--- config.mk ---
export PLATFORM = sky130hd
export DESIGN_NAME = icache_dm
export DESIGN_NICKNAME = d
export VERILOG_FILES = /design/src/rtl/icache_dm.sv
export SDC_FILE = /design/constraint.sdc
export NUM_CORES = 2
export LEC_CHECK = 0
export CORE_MARGIN = 5
export CORE_UTILIZATION = 45
export DETAILED_ROUTE_END_ITERATION = 16
export GPL_TIMING_DRIVEN = 0
export PLACE_DENSITY = 0.73
export SYNTH_ARGS = -nofsm -noshare
export SYNTH_HDL_FRONTEND = slang
export SYNTH_SLANG_ARGS = --single-unit
--- constraint.sdc ---
create_clock -name clk -period 4.6 [get_ports clk]
set_input_delay 0.46 -clock clk [delete_from_list [all_inputs] [get_ports clk]]
set_output_delay 0.46 -clock clk [all_outputs]
set_load 0.05 [all_outputs]
--- src/rtl/icache_dm.sv ---
// Direct-mapped instruction cache with single-line refill from a beat-serial memory port.
//
// state      | meaning
// -----------+--------------------------------------------------------------
// S_IDLE     | no response pending, ready for a fetch
// S_RESP     | response held on resp_* until the consumer takes it
// S_MISS_REQ | presenting the line refill request to memory
// S_REFILL   | collecting refill beats into the missed line
module icache_dm #(
    parameter int NUM_SETS   = 16,
    parameter int LINE_WORDS = 4
) (
    input  logic        clk,
    input  logic        reset,
    input  logic        req_valid_i,
    output logic        req_ready_o,
    input  logic [31:0] req_addr_i,
    output logic        resp_valid_o,
    input  logic        resp_ready_i,
    output logic [31:0] resp_data_o,
    output logic [31:0] resp_addr_o,
    output logic        mem_req_valid_o,
    input  logic        mem_req_ready_i,
    output logic [31:0] mem_req_addr_o,
    input  logic        mem_resp_valid_i,
    input  logic [31:0] mem_resp_data_i,
    input  logic        flush_i
);

    localparam int OFF_W   = $clog2(LINE_WORDS);
    localparam int IDX_W   = $clog2(NUM_SETS);
    localparam int TAG_LSB = OFF_W + IDX_W + 2;
    localparam int TAG_W   = 32 - TAG_LSB;

    typedef enum logic [1:0] {S_IDLE, S_RESP, S_MISS_REQ, S_REFILL} state_t;

    state_t                state_q, state_d;
    logic [NUM_SETS-1:0]   valid_q;
    logic [TAG_W-1:0]      tag_q  [NUM_SETS];
    logic [31:0]           data_q [NUM_SETS][LINE_WORDS];
    logic [OFF_W-1:0]      beat_q;
    logic [31:2]           miss_addr_q;
    logic                  flush_seen_q;

    logic [OFF_W-1:0]      req_off, miss_off;
    logic [IDX_W-1:0]      req_idx, miss_idx;
    logic [TAG_W-1:0]      req_tag, miss_tag;
    logic                  hit, accept, beat_in, last_beat;

    assign req_off  = req_addr_i[OFF_W+1:2];
    assign req_idx  = req_addr_i[TAG_LSB-1:OFF_W+2];
    assign req_tag  = req_addr_i[31:TAG_LSB];
    assign miss_off = miss_addr_q[OFF_W+1:2];
    assign miss_idx = miss_addr_q[TAG_LSB-1:OFF_W+2];
    assign miss_tag = miss_addr_q[31:TAG_LSB];

    // A flush in the same cycle forces the lookup to miss.
    assign hit       = valid_q[req_idx] && (tag_q[req_idx] == req_tag) && !flush_i;
    assign accept    = req_valid_i && req_ready_o;
    assign beat_in   = (state_q == S_REFILL) && mem_resp_valid_i;
    assign last_beat = beat_in && (beat_q == OFF_W'(LINE_WORDS - 1));

    assign mem_req_addr_o = {miss_addr_q[31:OFF_W+2], {(OFF_W + 2){1'b0}}};

    // State register.
    always_ff @(posedge clk or posedge reset) begin
        if (reset) state_q <= S_IDLE;
        else       state_q <= state_d;
    end

    // Next-state and handshake outputs.
    always_comb begin
        state_d         = state_q;
        req_ready_o     = (state_q == S_IDLE) || ((state_q == S_RESP) && resp_ready_i);
        resp_valid_o    = (state_q == S_RESP);
        mem_req_valid_o = (state_q == S_MISS_REQ);
        case (state_q)
            S_IDLE: begin
                if (accept) state_d = hit ? S_RESP : S_MISS_REQ;
            end
            S_RESP: begin
                if (resp_ready_i) begin
                    if (accept) state_d = hit ? S_RESP : S_MISS_REQ;
                    else        state_d = S_IDLE;
                end
            end
            S_MISS_REQ: begin
                if (mem_req_ready_i) state_d = S_REFILL;
            end
            S_REFILL: begin
                if (last_beat) state_d = S_RESP;
            end
            default: state_d = S_IDLE;
        endcase
    end

    // Valid bits, miss bookkeeping and response registers.
    always_ff @(posedge clk or posedge reset) begin
        if (reset) begin
            valid_q      <= '0;
            beat_q       <= '0;
            miss_addr_q  <= '0;
            flush_seen_q <= 1'b0;
            resp_data_o  <= '0;
            resp_addr_o  <= '0;
        end else begin
            if (accept) begin
                resp_addr_o <= req_addr_i;
                if (hit) begin
                    resp_data_o <= data_q[req_idx][req_off];
                end else begin
                    miss_addr_q      <= req_addr_i[31:2];
                    valid_q[req_idx] <= 1'b0;
                    flush_seen_q     <= 1'b0;
                end
            end
            if ((state_q == S_MISS_REQ) && mem_req_ready_i) beat_q <= '0;
            if (beat_in) begin
                beat_q <= beat_q + OFF_W'(1);
                if (beat_q == miss_off) resp_data_o <= mem_resp_data_i;
                if (last_beat && !flush_seen_q && !flush_i) valid_q[miss_idx] <= 1'b1;
            end
            if (flush_i && ((state_q == S_MISS_REQ) || (state_q == S_REFILL)))
                flush_seen_q <= 1'b1;
            // Flush wins over any per-line valid update in the same cycle.
            if (flush_i) valid_q <= '0;
        end
    end

    // Line data and tag; guarded by valid_q, so no reset needed.
    always_ff @(posedge clk) begin
        if (beat_in) begin
            data_q[miss_idx][beat_q] <= mem_resp_data_i;
            if (last_beat) tag_q[miss_idx] <= miss_tag;
        end
    end

endmodule

== Word level (Yosys, flattened, before mapping) ==
Memories as Yosys holds them, arrays and structs flattened.
Index checks and enable logic that the tools add are counted.

* $add $sub $neg: 1
* Multipliers: 0
* Div/mod/pow operators: 0
* Order comparisons: 7
* Eq/ne operators: 11
* Shift operators: 0
* Muxes and demuxes: 37
* Bitwise logic cells: 6
* Reductions and logical operators: 23

{| class="wikitable"
|+ Operator list
! cell !! number
|-
| 32-bit two-way mux || 7
|-
| 128-bit two-way mux || 1
|-
| 16-bit two-way mux || 5
|-
| 32-bit binary-select mux with 2-bit select || 1
|-
| 32-bit demux with 2-bit select || 1
|-
| 24-bit == test || 1
|-
| 16-bit bitwise AND || 1
|-
| 2-bit two-way mux || 8
|-
| 16-bit NOT || 1
|-
| 16-bit OR || 1
|-
| 1-bit logical AND || 13
|-
| 4-bit by 5-bit less-than comparator with 1-bit output (second input constant) || 2
|-
| 1-bit two-way mux || 10
|-
| 1-bit demux with 4-bit select || 2
|-
| 4-bit by 1-bit >= comparator with 1-bit output (second input constant) || 2
|-
| 2-bit case mux with 4 select lines || 1
|-
| 2-bit == test (second input constant) || 3
|-
| 3-bit >= comparator (second input constant) || 2
|-
| 2-bit by 1-bit != test with 1-bit output (second input constant) || 3
|-
| 2-bit NOT with 3-bit output || 2
|-
| 1-bit binary-select mux with 4-bit select || 1
|-
| 2-bit != test (second input constant) || 2
|-
| 2-bit AND reduction || 2
|-
| 4-bit AND reduction || 1
|-
| other kinds (9) || 12
|}

* Register bits after elaboration: 115
* Latch bits: 0
* Memory bits (writable): 2,432
* Bits in read-only memories: 0
* Bits of input ports: 71
* Output and inout bits: 99
* Memories: 2

{| class="wikitable"
|+ Memories
! memory !! words !! width !! read ports !! clocked after memory_dff !! wr ports !! RTL line !! source
|-
| data_q || 16 || 128 || 1 || 0 || 1 || 40 || <nowiki>logic [31:0] data_q [NUM_SETS][LINE_WORDS];</nowiki>
|-
| tag_q || 16 || 24 || 1 || 0 || 1 || 39 || <nowiki>logic [TAG_W-1:0] tag_q [NUM_SETS];</nowiki>
|}

== Longest topological paths before layout ==
* Depth in word-level cells: 12
* Depth in mapped cells: 15

== Worst setup path after synthesis ==
Ideal clock, no wire load.

* Path type: input port to flip-flop
* Start: input req_addr_i[5]
* End: register resp_data_o[11]
* Library setup time: 121 ps
* Data arrival time: 3,578 ps
* Setup slack: 901 ps
* Stages on the path: 9
* Path through: clkbuf_1 -> clkbuf_1 -> clkbuf_1 -> clkbuf_1 -> clkbuf_1 -> mux4_2 -> mux4_2 -> mux4_2 -> o221a_4

* Longest elaborated chain between the ends: 8

{| class="wikitable"
|+ Ends and longest elaborated chain
! item !! RTL line !! source
|-
| start: declaration || 17 || <nowiki>input logic [31:0] req_addr_i,</nowiki>
|-
| memory 16 x 24 bit, or another cell as far along || - ||
|-
| 24-bit == test, or another cell as far along || 58 || <nowiki>assign hit = valid_q[req_idx] && (tag_q[req_idx] == req_tag) && !flush_i;</nowiki>
|-
| 1-bit logical AND or 32-bit two-way mux (tied branches) (2 in a row) || 58, 110 ||
|-
| 32-bit two-way mux (*) || 109 || <nowiki>if (hit) begin</nowiki>
|-
| 32-bit two-way mux (*) || 107 || <nowiki>if (accept) begin</nowiki>
|-
| 32-bit two-way mux || 120 || <nowiki>if (beat_q == miss_off) resp_data_o <= mem_resp_data_i;</nowiki>
|-
| 32-bit two-way mux (*) || 118 || <nowiki>if (beat_in) begin</nowiki>
|-
| end signal: assignment || 110 || <nowiki>resp_data_o <= data_q[req_idx][req_off];</nowiki>
|-
| end signal: assignment || 120 ||
|-
| end: declaration || 20 || <nowiki>output logic [31:0] resp_data_o,</nowiki>
|}

Mark *: on every way between the ends. The rest lies on a longest branch, timed or not. The select of a mux whose other input is x is not followed.
A chain may end at the register's enable or synchronous reset.

== Final worst setup path ==
* Start: input req_addr_i[5]
* End: register miss_addr_q[31] (netlist name)

* Longest elaborated chain between the ends: 6

{| class="wikitable"
|+ Ends and longest elaborated chain
! item !! RTL line !! source
|-
| memory 16 x 24 bit or 1-bit binary-select mux with 4-bit select (tied branches) || - ||
|-
| 24-bit == test or 1-bit two-way mux (tied branches) || 58 ||
|-
| 1-bit logical AND (*) (2 in a row) || 58 ||
|-
| 1-bit NOT (no line) (*) || - ||
|-
| 2-bit AND reduction (no line) (*) || - ||
|-
| end signal: assignment || 112 || <nowiki>miss_addr_q <= req_addr_i[31:2];</nowiki>
|-
| end: declaration || 42 || <nowiki>logic [31:2] miss_addr_q;</nowiki>
|}

Marks and branches as above.

==> run summary <==
Min-Delay Path Depth -> 1
Largest net degree at the start of global routing -> 66
Tightest Pin Transition -> 1355 ps
FF+latch count, synth -> 2547
Pwr Density -> 478.4 mW/mm^2
Port Buffers -> 161
Slowest stage delay, CP -> 760 ps
Crit-path slowest cell -> buf_1
Synthesized cell area -> 0.09826 mm^2
Via/cell ratio -> 6.311
Final core utilization -> 52.58%
Non-Filler Instances -> 7709
Final period util -> 102.3%
Number of buffers created by CTS -> 232
DRT Wirelength -> 269.9 mm
Crit end category -> flip-flop
Avg Cell Area, Syn -> 23.85 um^2
Via count -> 48651
CTS tree -> done
Clock tree buffer depth -> 3
H-tree depth -> 4
Skew-Pair Late Insertion Delay -> 900 ps
Core ar. -> 0.2172 mm^2
Hold Startpoint -> mem_resp_data_i[28]
Maximum vdd drop -> 0.3851 mV
Slew Viols, Final -> 0
Hold Path Class -> in -> reg
Detailed Place HPWL -> 180.3 mm
Failing checks -> negative setup slack
Root Driver -> clkbuf_16
Setup crit start -> req_addr_i[5]
Row count -> 171
Ys async rst share -> 4.515%
RSZ-0062 raised after global routing -> false
Setup CP Type -> in -> reg
Hold endpoint -> data_q[9][28]
I/O pin cnt -> 170
R2r setup slk -> 300 ps
Final hold violations -> 0
DR pass1 iterations -> 5
Worst Reg-to-Reg Cells -> 10
Layout cells sized above 1 -> 32.61%
First-pass GRT wire length -> 379.5 mm
Post-synth EDFFs -> 2432
Post-Synthesis Cells -> 4120
Min Clock Period, post-route -> 4705 ps
Vias in the first global route -> 49124
Starting Density -> 45.25%
GR Overflow Total -> 0
Rel. slew slack -> 9.679%
Global-route met2 utilization -> 36.45%
Crit path cell chain -> clkdlybuf4s50_1 > buf_4 > inv_1 > buf_1 > mux2i_1 > xnor2_1 > a2111oi_0 > and4_1 > nor3b_2 > nor2_1 > clkbuf_1 > mux2_2
Reg-to-Reg Start -> tag_q[15][13]
CP Launch Type -> input pin
Final setup fails -> 11
GP Congestion -> 0.8780
Met1 Usage GRT -> 31.01%
Grt met3 use -> 6.494%
GR peak layer -> met2
Final nets -> 4708
Post-CTS setup buffer count -> 0
DR DRC count -> 0
Synth cell types -> 63
CP Max Fanout -> 10
DR WL/cell -> 35.01 um
Register area share after synthesis -> 77.25%
Clk slew on worst S/H paths -> 60 ps
Placed cells -> 7250
Maximum clock rate -> 212.6 MHz
Die height -> 477.3 um
P&R area growth vs syn -> 16.22%
Max Cap Viol -> 0
Post-synth top flop -> edfxtp_1
Final instance area -> 0.1142 mm^2
DR iter-0 viols -> 7295
Dpl cell area -> 0.1063 mm^2
Synth warn -> 0
Worst path arrival time -> 5480 ps
ANT nets after route -> 0
Final Power -> 54.63 mW
Final worst slack -> -104.6 ps
Sink Count -> 2547
Worst reg2reg endpoint -> miss_addr_q[31]
Status -> finished with violations
Setup_tns -> -807.7 ps
Total leakage power -> 35.82 nW
Worst path top cell family by delay -> buffers and inverters
Req. time, crit path -> 5380 ps
DIE AREA -> 0.2278 mm^2
Total track usage -> 23.54%
Die Wd -> 477.3 um
Worst path bufs/invs -> 5
Initial antenna violation count -> 28
Setup Skew -> 71.13 ps
[report_power, final]
group | leakage (nW) | internal [mW] | switching [mW]
clock | 3.75 | 11.0 | 8.57
sequential | 23.2 | 26.8 | 1.02
combinational | 8.82 | 2.63 | 4.66
total | 35.8 | 40.4 | 14.3
[registers in the layout, indices dropped and copies added, names as in the netlist]
name and flops:
state_q 2, flush_seen_q 1, data_q 2048, valid_q 16, tag_q 384, resp_data_o 32, resp_addr_o 32, miss_addr_q 30
beat_q 2
[worst max-delay path by stage]
stage | endpoint | slack (ps) | cells after the start
floorplan | resp_data_o[11] | 900 | 9
global placement | resp_data_o[30] | -2790 | 10
detailed placement | resp_data_o[30] | -2760 | 10
CTS | resp_data_o[12] | 30 | 10
global route | resp_data_o[26] | 1 | 10
finish | miss_addr_q[31] | -100 | 12
[per-layer routing]
layer,share of wire [%],vias up,routed length (um)
met5,0.030,-,80
met4,5.8,12,15630
met3,12,634,32640
met2,47,3516,126600
met1,35,25830,94940
li1,-,18659,-
[what timing repair did]
action / in CTS / in global routing
cloned: 0 / 0
hold buffers: 4 / 0
gates resized for setup: 57 / 11
setup endpoints to repair: 72 / 14
endpoints found under the hold margin: 67 / 0
[logic make-up (layout without fill, tap and decap cells)]
family	Yosys count	count (layout)	share of synthesized area, %
flip-flops	2547	2547	77.25
multiplexers	880	880	18.50
buffers and inverters	268	984	1.345
AND/OR/NAND/NOR	240	240	1.141
AO/OA/AOI/OAI	146	146	1.391
XOR/XNOR	34	34	0.3107
adder cells (fa/ha/maj)	4	4	0.05094
other	1	20	0.003817
[through the flow]
step	hold slack, ps	setup slack [ps]
2_1_floorplan	486.5	901.0
3_3_place_gp	472.4	-2787
3_5_place_dp	484.1	-2756
4_1_cts	1.755	29.26
5_1_grt	30.51	1.160
6_report	60.37	-104.6
[cell usage in the layout (no fill, tap or decap), drive strengths merged, types with 4 or more instances in the layout]
master,count
nand3,18
clkinvlp,8
nand4,5
nor2b,14
clkdlybuf4s50,129
buf,272
a32oi,14
o221a,31
mux2,71
and3,4
xnor2,22
inv,20
dlygate4sd3,4
o22ai,6
xor2,12
dfrtp,115
and2,4
clkbuf,438
nor3,7
ha,4
a221oi,6
a31oi,14
nand2,52
edfxtp,2432
a22oi,21
diode,16
o21ai,18
mux2i,67
mux4,742
a22o,4
nor2,96
clkinv,87
conb,4
a21oi,5
bufinv,23
nand2b,35
[synthesized netlist by cell type, types with 5 or more instances]
cell type	instances	share of area, %
o221a_1	11	0.13
buf_2	69	0.35
o221a_4	19	0.39
nand4_1	5	0.032
nor3_1	7	0.036
o21ai_0	18	0.092
a21oi_1	5	0.025
nand3_1	18	0.092
nor2_1	96	0.37
mux2i_1	67	0.68
buf_6	6	0.069
nand2_1	52	0.20
mux2_2	70	0.80
nor2b_1	14	0.089
a31oi_1	14	0.089
xnor2_1	21	0.19
dfrtp_1	115	2.9
edfxtp_1	2432	74
nand2b_1	34	0.22
a32oi_1	14	0.12
mux4_2	742	17
buf_1	16	0.061
xor2_1	12	0.11
a22oi_1	21	0.16
clkbuf_1	121	0.46
o22ai_1	6	0.038
buf_4	40	0.31
inv_1	13	0.050
a221oi_1	6	0.053
[worst register-to-register path, stage by stage, from the launching register on]
cell and delay [ps]:
edfxtp_1 360, mux4_2 480, mux2_2 290, nand2_1 160
mux2i_1 100, a2111oi_0 660, and4_1 320, nor3b_2 620
nor2_1 390, clkbuf_1 420, mux2_2 390
[area by class of cell]
class                      instances  area (um^2)
tap                             2854         3571
multi-input combinational       1308        21640
sequential                      2547        75910
clock buffer                     315         6332
buffer                           254         1374
clock inverter                   125         1391
fill                           15832       103000
inverter                          13        53.80
timing repair buffer             277         3884
antenna                           16        40.04
Note: power is estimated with default switching activity, not from simulation.
